===== config.mk =====
export PLATFORM = sky130hd
export DESIGN_NAME = cic_comb_decim
export DESIGN_NICKNAME = d
export VERILOG_FILES = /design/src/rtl/cic_comb_decim.sv
export SDC_FILE = /design/constraint.sdc
export NUM_CORES = 1
export LEC_CHECK = 0
export ABC_AREA = 0
export BUFFER_PORTS_ARGS = -buffer_cell sky130_fd_sc_hd__buf_4
export CORE_ASPECT_RATIO = 1.2
export CORE_MARGIN = 2
export CORE_UTILIZATION = 30
export CTS_CLUSTER_DIAMETER = 150
export DETAILED_ROUTE_END_ITERATION = 12
export PLACE_DENSITY = 0.46
export SYNTH_ARGS = -nofsm -noshare
export SYNTH_HDL_FRONTEND = slang
export SYNTH_SLANG_ARGS = --single-unit

===== constraint.sdc =====
create_clock -name clk -period 3.03 [get_ports clk]
set_input_delay 0.1515 -clock clk [delete_from_list [all_inputs] [get_ports clk]]
set_output_delay 0.1515 -clock clk [all_outputs]
set_load 0.005 [all_outputs]

===== src/rtl/cic_comb_decim.sv =====
// cic_comb_decim: decimating CIC comb chain with 2-entry AXI-Stream output FIFO.
// Define CIC_COMB_ROUND_EN for round-half-up with positive saturation (adds one stage of latency).
module cic_comb_decim #(
  parameter int IN_WIDTH  = 48,
  parameter int OUT_WIDTH = 16,
  parameter int DECIM     = 256,
  parameter int N_STAGES  = 1
) (
  input  logic                 clk,
  input  logic                 sync_reset,
  input  logic                 s_axis_tvalid,
  input  logic [IN_WIDTH-1:0]  s_axis_tdata,
  output logic                 s_axis_tready,
  output logic                 m_axis_tvalid,
  output logic [OUT_WIDTH-1:0] m_axis_tdata,
  input  logic                 m_axis_tready,
  output logic                 overflow
);
  localparam int CW = (DECIM > 1) ? $clog2(DECIM) : 1;
  logic [CW-1:0]        r_cnt;
  logic                 w_keep;
  logic [IN_WIDTH-1:0]  r_x [0:N_STAGES];
  logic [IN_WIDTH-1:0]  r_z [0:N_STAGES-1];
  logic [N_STAGES:0]    r_v;
  logic [OUT_WIDTH-1:0] w_fmt;
  logic                 w_fv;
  logic [OUT_WIDTH-1:0] r_mem [0:1];
  logic                 r_wp;
  logic                 r_rp;
  logic [1:0]           r_fcnt;
  logic                 r_ovf;
  logic                 w_pop;
  logic                 w_full;
  logic                 w_push;
  assign s_axis_tready = !sync_reset;
  assign w_keep = s_axis_tvalid && (r_cnt == '0);
  // r_x[0] is the kept-sample register; r_x[i+1] holds the difference of stage i.
  always_ff @(posedge clk) begin
    if (sync_reset) begin
      r_cnt <= '0;
      r_v <= '0;
      for (int i = 0; i <= N_STAGES; i++) r_x[i] <= '0;
      for (int i = 0; i < N_STAGES; i++) r_z[i] <= '0;
    end else begin
      if (s_axis_tvalid) r_cnt <= (r_cnt == CW'(DECIM - 1)) ? '0 : r_cnt + 1'b1;
      r_v <= {r_v[N_STAGES-1:0], w_keep};
      if (w_keep) r_x[0] <= s_axis_tdata;
      for (int i = 0; i < N_STAGES; i++)
        if (r_v[i]) begin
          r_z[i] <= r_x[i];
          r_x[i+1] <= r_x[i] - r_z[i];
        end
    end
  end
`ifdef CIC_COMB_ROUND_EN
  logic [OUT_WIDTH-1:0] w_top;
  logic                 w_half;
  logic [OUT_WIDTH-1:0] r_rnd;
  logic                 r_rv;
  assign w_top  = r_x[N_STAGES][IN_WIDTH-1 -: OUT_WIDTH];
  assign w_half = r_x[N_STAGES][IN_WIDTH-OUT_WIDTH-1];
  // A carry into the sign bit can only happen from max positive, which is then held.
  always_ff @(posedge clk) begin
    if (sync_reset) begin
      r_rnd <= '0;
      r_rv <= 1'b0;
    end else begin
      r_rv <= r_v[N_STAGES];
      if (r_v[N_STAGES])
        r_rnd <= (w_top == {1'b0, {(OUT_WIDTH-1){1'b1}}}) ? w_top : w_top + OUT_WIDTH'(w_half);
    end
  end
  assign w_fmt = r_rnd;
  assign w_fv  = r_rv;
`else
  assign w_fmt = r_x[N_STAGES][IN_WIDTH-1 -: OUT_WIDTH];
  assign w_fv  = r_v[N_STAGES];
`endif
  assign w_pop  = m_axis_tvalid && m_axis_tready;
  assign w_full = (r_fcnt == 2'd2);
  assign w_push = w_fv && (!w_full || w_pop);
  always_ff @(posedge clk) begin
    if (sync_reset) begin
      r_mem[0] <= '0;
      r_mem[1] <= '0;
      r_wp <= 1'b0;
      r_rp <= 1'b0;
      r_fcnt <= '0;
      r_ovf <= 1'b0;
    end else begin
      if (w_push) begin
        r_mem[r_wp] <= w_fmt;
        r_wp <= !r_wp;
      end
      if (w_pop) r_rp <= !r_rp;
      r_fcnt <= r_fcnt + {1'b0, w_push} - {1'b0, w_pop};
      if (w_fv && w_full && !w_pop) r_ovf <= 1'b1;
    end
  end
  assign m_axis_tvalid = (r_fcnt != '0);
  assign m_axis_tdata  = m_axis_tvalid ? r_mem[r_rp] : '0;
  assign overflow      = r_ovf;
endmodule


Word level (Yosys, flattened, before mapping)
Memory sizes are Yosys's and may differ from the RTL's. A register that Yosys moved wholly into a read port is not among the register bits.
Cells that the tools add are included.
- div/mod/pow operators: 0
- shift operators: 0
- magnitude comparators: 0
- multiply operators: 0
- equality and inequality tests: 2
- mux-type cells: 22
- $add $sub $neg: 4
- bitwise operators: 2
- reductions and logical operators: 15
- operators by type and width (operator ; count):
    48-bit two-way mux ; 3
    48-bit OR reduction ; 1
    48-bit subtractor ; 1
    16-bit two-way mux ; 2
    1-bit two-way mux ; 16
    16-bit OR reduction ; 1
    8-bit by 1-bit adder with 8-bit output, second input constant ; 1
    8-bit equality test, second input constant ; 1
    8-bit zero test ; 1
    8-bit two-way mux ; 1
    1-bit logical AND ; 5
    1-bit zero test ; 5
    2-bit by 1-bit adder with 2-bit output ; 1
    2-bit equality test, second input constant ; 1
    1-bit bitwise OR ; 2
    2-bit nonzero test ; 1
    2-bit by 1-bit subtractor with 2-bit output ; 1
    1-bit logical OR ; 1
- RAM bits: 176
- memories kept: 3
- bits in latches: 0
- flip-flop bits (word level): 15
- output and inout port bits: 19
- ROM bits: 0
- input bits: 52
- memories (memory ; depth ; width ; read ports ; clocked after Yosys merged registers in ; wr ports ; RTL line ; RTL):
    r_x ; 2 ; 48 ; 2 ; 0 ; 2 ; 22 ; logic [IN_WIDTH-1:0] r_x [0:N_STAGES];
    r_z ; 1 ; 48 ; 1 ; 0 ; 1 ; 23 ; logic [IN_WIDTH-1:0] r_z [0:N_STAGES-1];
    r_mem ; 2 ; 16 ; 1 ; 1 ; 2 ; 27 ; logic [OUT_WIDTH-1:0] r_mem [0:1];

Logic depth before layout (Yosys ltp)
Gate-level depths: netlist (run 1).
- word-level depth: 9
- depth in mapped cells: 11
- depth with buffers taken out: 11

Worst setup path before layout (run 1)
No wires, ideal clock.
- path type: register to register
- start point: mem r_x[0][31]
- end point: mem r_x[1][44], in the netlist r_x[0][92] (data pin)
- stages on the path, launching flop included: 11
- arrival: 2.326 ns
- slack: 0.438 ns
- buffers on the path: 0
- cell sequence: edfxtp_1 ha_1 a21oi_2 o211ai_1 a41oi_2 o311ai_1 a221o_2 a31oi_1 nor2b_1 xor2_1 nor2_1
- RTL lines (element ; RTL line):
    from (decl) ; 22

==> results of run 1 <==
[final cells by class]
type | instances | area share
Clock buffer | 17 | 0.0422
Clock inverter | 15 | 0.0166
Inverter | 57 | 0.0212
Multi-Input combinational cell | 484 | 0.332
Sequential cell | 160 | 0.461
Tap cell | 340 | 0.0422
Timing Repair Buffer | 104 | 0.0846
[metrics by stage]
stage / hold slack, ps / setup slack (ps) / cell area (µm²) / total power [mW]
global route: 9.57 / -1.61 / 10100 / 6.29
floorplan: 223 / 438 / 8200 / 3.45
finish: 9.60 / 202 / 10100 / 5.96
global placement: 445 / -231 / 9180 / 3.81
detailed placement: 447 / -341 / 9180 / 3.81
CTS: 0.165 / 22.4 / 10000 / 6.03
[kinds of logic after synthesis]
logic type,count (synthesis)
simple gates,277
mux,18
fa+ha+maj,49
xor+xnor,23
flops,160
buf+inv,78
compound gates,117
[sequential cells by signal, indices dropped and copies added, names as in the netlist, named ones only]
register and cells:
overflow 1, r_z 48, r_x 64, r_rp 1
r_v 2, r_cnt 8, r_fcnt 2, r_mem 32
r_wp 1
[where the power goes]
| group | switching, mW | internal, mW |
|---|---|---|
| Combinational | 0.600 | 0.491 |
| Sequential | 0.0975 | 2.61 |
| Clock | 0.992 | 1.17 |
[critical path, delay by kind of cell, from the launching register on]
family	cells	cell delay, ps
flops	1	390
compound gates	7	1480
simple gates	2	410
fa+ha+maj	1	390
[path summary, 6_finish.rpt]
path | from | to | slack (ps) | depth (start not counted)
setup reg to reg | r_x[0][31]$_SDFFCE_PN0P_ | r_x[0][95]$_SDFFCE_PN0P_ | 200 | 10
hold / removal | s_axis_tdata[34] | r_x[0][34]$_SDFFCE_PN0P_ | 10 | 2
setup / recovery | r_x[0][31]$_SDFFCE_PN0P_ | r_x[0][95]$_SDFFCE_PN0P_ | 200 | 10
hold reg to reg | overflow$_SDFFE_PP0P_ | overflow$_SDFFE_PP0P_ | 480 | 2
[synth_stat cells, types with 3 or more instances]
cell type,instances
or2_2,4
xor2_1,13
and2_1,80
nand2_1,33
edfxtp_1,144
clkbuf_1,21
mux2i_1,17
a21boi_0,3
o21ai_0,24
xnor2_1,10
nand2b_1,4
ha_1,49
nor3_1,5
nor4_1,4
and4_1,3
nand3_1,5
a21o_1,18
nor3b_1,6
nor2b_1,55
dfxtp_1,16
a21oi_1,42
o21bai_1,3
nand4_1,11
inv_1,57
nor2_1,57
[what timing repair did]
action,CTS,global route
hold buffers,24,0
setup buffers,0,0
gates resized for setup,3,13
hold endpoints to repair,24,0
endpoints found under the setup margin,9,11
pin swaps,0,3
[per-layer routing]
metal,up-vias,GRT usage
met2,71,0.215
met1,2516,0.140
li1,2746,-
met3,14,0.0267
met4,0,0.0404
met5,-,0
==> results.md, run 1 <==
* Largest net degree at the start of global routing at 50
* Final min period at 2830 ps
* Distinct cells, synth at 53
* Starting Density at 0.304
* Met3 wire len at 444 µm
* Non-filler cells, final at 1177
* GPL Wtd Cong at 0.758
* Layout cells sized above 1 at 0.165
* Post-Syn Area at 8200 µm²
* Complex-gate fraction of the synthesized area at 0.0914
* First-pass GRT wire length at around 27000 µm
* Crit path top cell by count: a21oi_2
* Asr flop ratio synth at 0
* Crit Path Max Fanout at 6
* CTS root buf: clkbuf_16
* Post-route ant nets at 0
* Final hold violation count at 0
* Num rows at 66
* Clk_lat worst skew at around 440 ps
* WL met2 at ~8300 µm
* TritonCTS clock tree: done
* Yosys top cell area share at 0.527
* Register area share after synthesis at 0.566
* Gate count after technology mapping at between 700 and 800
* PwrDens at between 500 and 600 nW/µm²
* Clock Path Buffers at 2
* Sink Count at 160
* CTS buffer count at 17
* #FFs+latches synth at 160
* Leading cell type in the layout, fill and taps excluded: edfxtp_1
* Chip width at roughly 150 µm
* Warnings, synthesis at 0
* Worst min-delay path class: in2reg
* Register area at between 4000 and 5000 µm²
* Post-Route M1 WL at 7260 µm
* N_diodes at 0
* Critical Path RT at about 3300 ps
* Port bufs at 70
* Fillers at between 2000 and 3000
* DIE HEIGHT at 185 µm
* Pre-antenna DRT Iters at 4
* Post-Route Utilization at 0.373
* CP max stage cell: a221o_2
* Most frequent cells in the layout: edfxtp_1 (144), and2_1 (80), buf_4 (79)
* CP Capture Type: flop
* Final WL at 16200 µm
* Via Count at about 5300
* Worst-Margin Slew at roughly 1000 ps
* Synth Area in Adders at 0.0747
* CP Cell Sequence: ha_1 > a21oi_2 > o211ai_1 > a41oi_2 > o311ai_1 > a221o_2 > a21oi_2 > nor2_1 > or3_1 > a21oi_1
* All-layer global routing usage at 0.119
* Antenna violations before repair at 0
* Syn nets at 823
* Remaining routing DRC violations at 0
* H-Tree Level Count at 4
* Leakage at just over 4 nW
* Area leader, netlist: edfxtp_1
* Max-Cap Viols at 0
* Drt wl/cell at about 14 µm
* Total grt overflow at 0
* TNS Setup at 0 ps
* Area grow syn2layout at 22.9%
* Final setup viols at 0
* Skew final at just under 10 ps
* CP arrival at 3120 ps
* Core box area at around 27000 µm²
* Num ports at 71
* Die ar. at 28700 µm²
* XOR/XNOR share of the synthesized area at 0.0246
* Slew Limit Fails at 0
* Commonest register cell after synthesis: edfxtp_1
* Vias in the first global route at 5349
* Critical path launch point type: flop
* Highest routed layer: met4
* Max IR drop VDD at 0.000419 V
* Largest family of logic cells by synthesized area: simple AND/OR/NAND/NOR gates
* Multi-input logic area at 3350 µm²
* Final nets at about 900
* WS Path Type: reg2reg
* Mux share of post-synthesis cell area at 0.0221
* Simple-gate share of the synthesized area at 0.185
* Main area contributors after synthesis: edfxtp_1 (53%), ha_1 (7.5%), and2_1 (6.1%)
* Post-synth EDFFs at around 140
* Clk pin slew, worst setup/hold paths at around 70 ps
* Period utilization at 0.933
* Hpwl dp at roughly 11000 µm
* Status: finished clean
* DR iter-0 viols at approximately 200
* Highest Clock Rate at about 0.35 GHz
* Vias per cell at between 4 and 5
* CP peak stage delay at roughly 440 ps
* Worst rel slew slack at 0.333
* Syn Area/Cell at roughly 11 µm²
* Dpl cells at 1121
(Power assumes the default switching activity.)
==> run 2: changes to the inputs <==
- ABC_AREA: 0 -> 1
- PLACE_DENSITY: 0.46 -> 0.45
==> run 2 against run 1 <==
Sequential power down 2%. Critical endpoint is now r_x[0][84]$_SDFFCE_PN0P_. Combinational power up 47%. Worst hold slack better by 7.3 ps. Via count up 53%.
==> results.md, run 2 <==
* Status: finished clean
* Starting Density at 0.304
* Hold Path Origin: s_axis_tdata[9]
* Area leader, netlist: edfxtp_1
* Core box area at 33100 µm²
* TNS Setup at 0 ps
* Most frequent cells in the layout: nand2_1 (367), inv_1 (347), nor2_1 (220)
* PwrDens at around 530 nW/µm²
* Worst min-delay path class: in2reg
* All-layer global routing usage at 0.149
* Gate count after technology mapping at 1363
* Chip width at 171 µm
* Most frequent cell after synthesis: nand2_1
* DR iter-0 viols at 410
* Leading cell type in the layout, fill and taps excluded: nand2_1
* Num ports at 71
* Num rows at 73
* R2R depth at 12
* #FFs+latches synth at between 150 and 200
* Drt wl/cell at 12.5 µm
* CP arrival at between 2000 and 3000 ps
* RR Startpoint: r_x[0][35]$_SDFFCE_PN0P_
* First-pass GRT wire length at between 40000 and 50000 µm
* Period utilization at 0.781
* Antenna violations before repair at 0
* Syn nets at between 1000 and 1500
* Main area contributors after synthesis: edfxtp_1 (43%), nand2_1 (14%), inv_1 (13%)
* Worst rel slew slack at 0.516
* Max IR drop VDD at approximately 0.00028 V
* Hpwl dp at about 19000 µm
* WS Path Type: in2reg
* Reg2Reg Setup Slack at around 740 ps
* Register area share after synthesis at 0.462
* Asr flop ratio synth at 0
* R2r endpoint: r_x[0][92]$_SDFFCE_PN0P_
* Vias per cell at 4.21
* Clk pin slew, worst setup/hold paths at around 70 ps
* Final setup viols at 0
* N_diodes at 0
* Critical path launch point type: input port
* Max-Cap Viols at 0
* Highest Clock Rate at 0.423 GHz
* Die ar. at ~35000 µm²
* Pre-antenna DRT Iters at 5
* TritonCTS clock tree: done
* Skew final at 13.3 ps
* Unrepaired setup endpoints after global routing: no
* Crit Path Max Fanout at 16
* Post-Syn Area at 10000 µm²
* Worst-Margin Slew at a little over 700 ps
* Area grow syn2layout at 20.6%
* Largest register FFs at 64
* Design Power at ~6.5 mW
* CP max stage cell: dlygate4sd3_1
* Clk_lat worst skew at around 450 ps
* Vias in the first global route at 8102
* Final WL at roughly 24000 µm
* Warnings, synthesis at 0
* Final min period at approximately 2400 ps
* CTS buffer count at 17
* Reg with most FFs: r_x
* Clock Path Buffers at 2
* Worst Hold Path Cells at 3
* Yosys top cell area share at 0.431
* CTS root buf: clkbuf_16
* Distinct cells, synth at 34
* Remaining routing DRC violations at 0
* Via Count at 8181
* CP Cell Sequence: dlygate4sd3_1 > buf_4 > inv_1 > nand3_1 > nor2_4 > nor2_4 > buf_4 > clkinv_2 > nand2_1 > nor2_1
* Setup Fix Bufs, Post-CTS at 0
* GPL Wtd Cong at between 0.8 and 0.9
* Slew Limit Fails at 0
* Sink Count at 160
* Final nets at 1583
* DIE HEIGHT at 204 µm
* Layout cells sized above 1 at 0.105
* Port bufs at 70
* H-Tree Level Count at 4
* Worst Hold End: r_x[0][9]$_SDFFCE_PN0P_
* Post-synth EDFFs at 144
* Commonest register cell after synthesis: edfxtp_1
* Total grt overflow at 0
* CP Capture Type: flop
* Critical Path RT at between 3000 and 4000 ps
* Top Registers: r_x x64, r_z x48, r_mem x32
* Synth cell count leaders: nand2_1 (368), inv_1 (347), nor2_1 (220)
* CP peak stage delay at approximately 540 ps
* Fillers at 3615
* Syn Area/Cell at approximately 7.4 µm²
* Largest net degree at the start of global routing at just under 50
* Post-Route Utilization at 0.366
* Post-route ant nets at 0
* Final hold violation count at 0
* Leakage at 6.03 nW
## run 2: cell count changes in the layout (fill, tap and decap cells not counted), moves of 17 or more
cell / previous run / this run
mux2i_1: 17 / 0
nand3_1: 5 / 43
and2_1: 80 / 4
nor2_2: 0 / 24
a21oi_1: 41 / 62
nor2_1: 56 / 220
inv_1: 57 / 347
a21o_1: 18 / 1
nand2_1: 33 / 367
nor2b_1: 54 / 0
## run 2: worst max-delay path: cells and delay by family
kind,cells,cell delay (ps)
simple gates,5,890
buf+inv,5,1530
## run 2: worst max path at each step
stage                        startpoint  slack, ps  depth (start not counted)                  endpoint
2_1_floorplan     r_cnt[2]$_SDFFE_PP0P_        590                          3   r_x[0][0]$_SDFFCE_PN0P_
3_3_place_gp                 sync_reset        750                          9  r_x[0][84]$_SDFFCE_PN0P_
3_5_place_dp   r_x[0][11]$_SDFFCE_PN0P_        750                         11  r_x[0][86]$_SDFFCE_PN0P_
4_1_cts                      sync_reset        660                         10  r_x[0][84]$_SDFFCE_PN0P_
5_1_grt        r_x[0][10]$_SDFFCE_PN0P_        500                         11  r_x[0][86]$_SDFFCE_PN0P_
6_report                     sync_reset        660                         10  r_x[0][84]$_SDFFCE_PN0P_
## run 2: area by class of cell
type	instances	area, µm²	share of cell area
multi-input cells	836	4010	0.331
well taps	450	563	0.0465
inverters	349	1310	0.108
repair buffers	118	993	0.0820
clock buffers	17	425	0.0351
clock inverters	15	166	0.0137
flip-flops and latches	160	4640	0.384
## run 2: logic make-up after synthesis
family	after synthesis	synth area share
buffers and inverters	367	0.141
xor gates and xnor gates	2	0.00174
and+or+nand+nor	700	0.288
adders and majority gates	49	0.0610
DFF	160	0.462
AOI/OAI and AO/OA	85	0.0461
## run 2: repair_timing
item,in CTS,in global routing
hold buffers,38,0
gates resized for setup,0,0
hold endpoints to repair,42,0
## run 2: metal layers
layer  share of wire  up-vias  GRT usage
li1                -     4355          -
met1            0.46     3694      0.184
met2            0.50      105      0.266
met3           0.028       27     0.0244
met4           0.013        0     0.0430
met5               0        -          0
## run 2: per-stage QoR
step                instance area (µm²)  instances  setup slack, ps  hold WS [ps]
floorplan                         10000       1363              591           221
global placement                  11100       1875              755           393
detailed placement                11100       1875              746           393
CTS                               12100       1945              662         0.105
global route                      12100       1945              501          20.6
finish                            12100       1945              663          16.9
## run 2: power breakdown
part / internal [mW] / switching [mW]
Sequential: 2.59 / 0.0718
Clock: 1.17 / 1.03
Combinational: 0.564 / 1.03
Total: 4.33 / 2.13
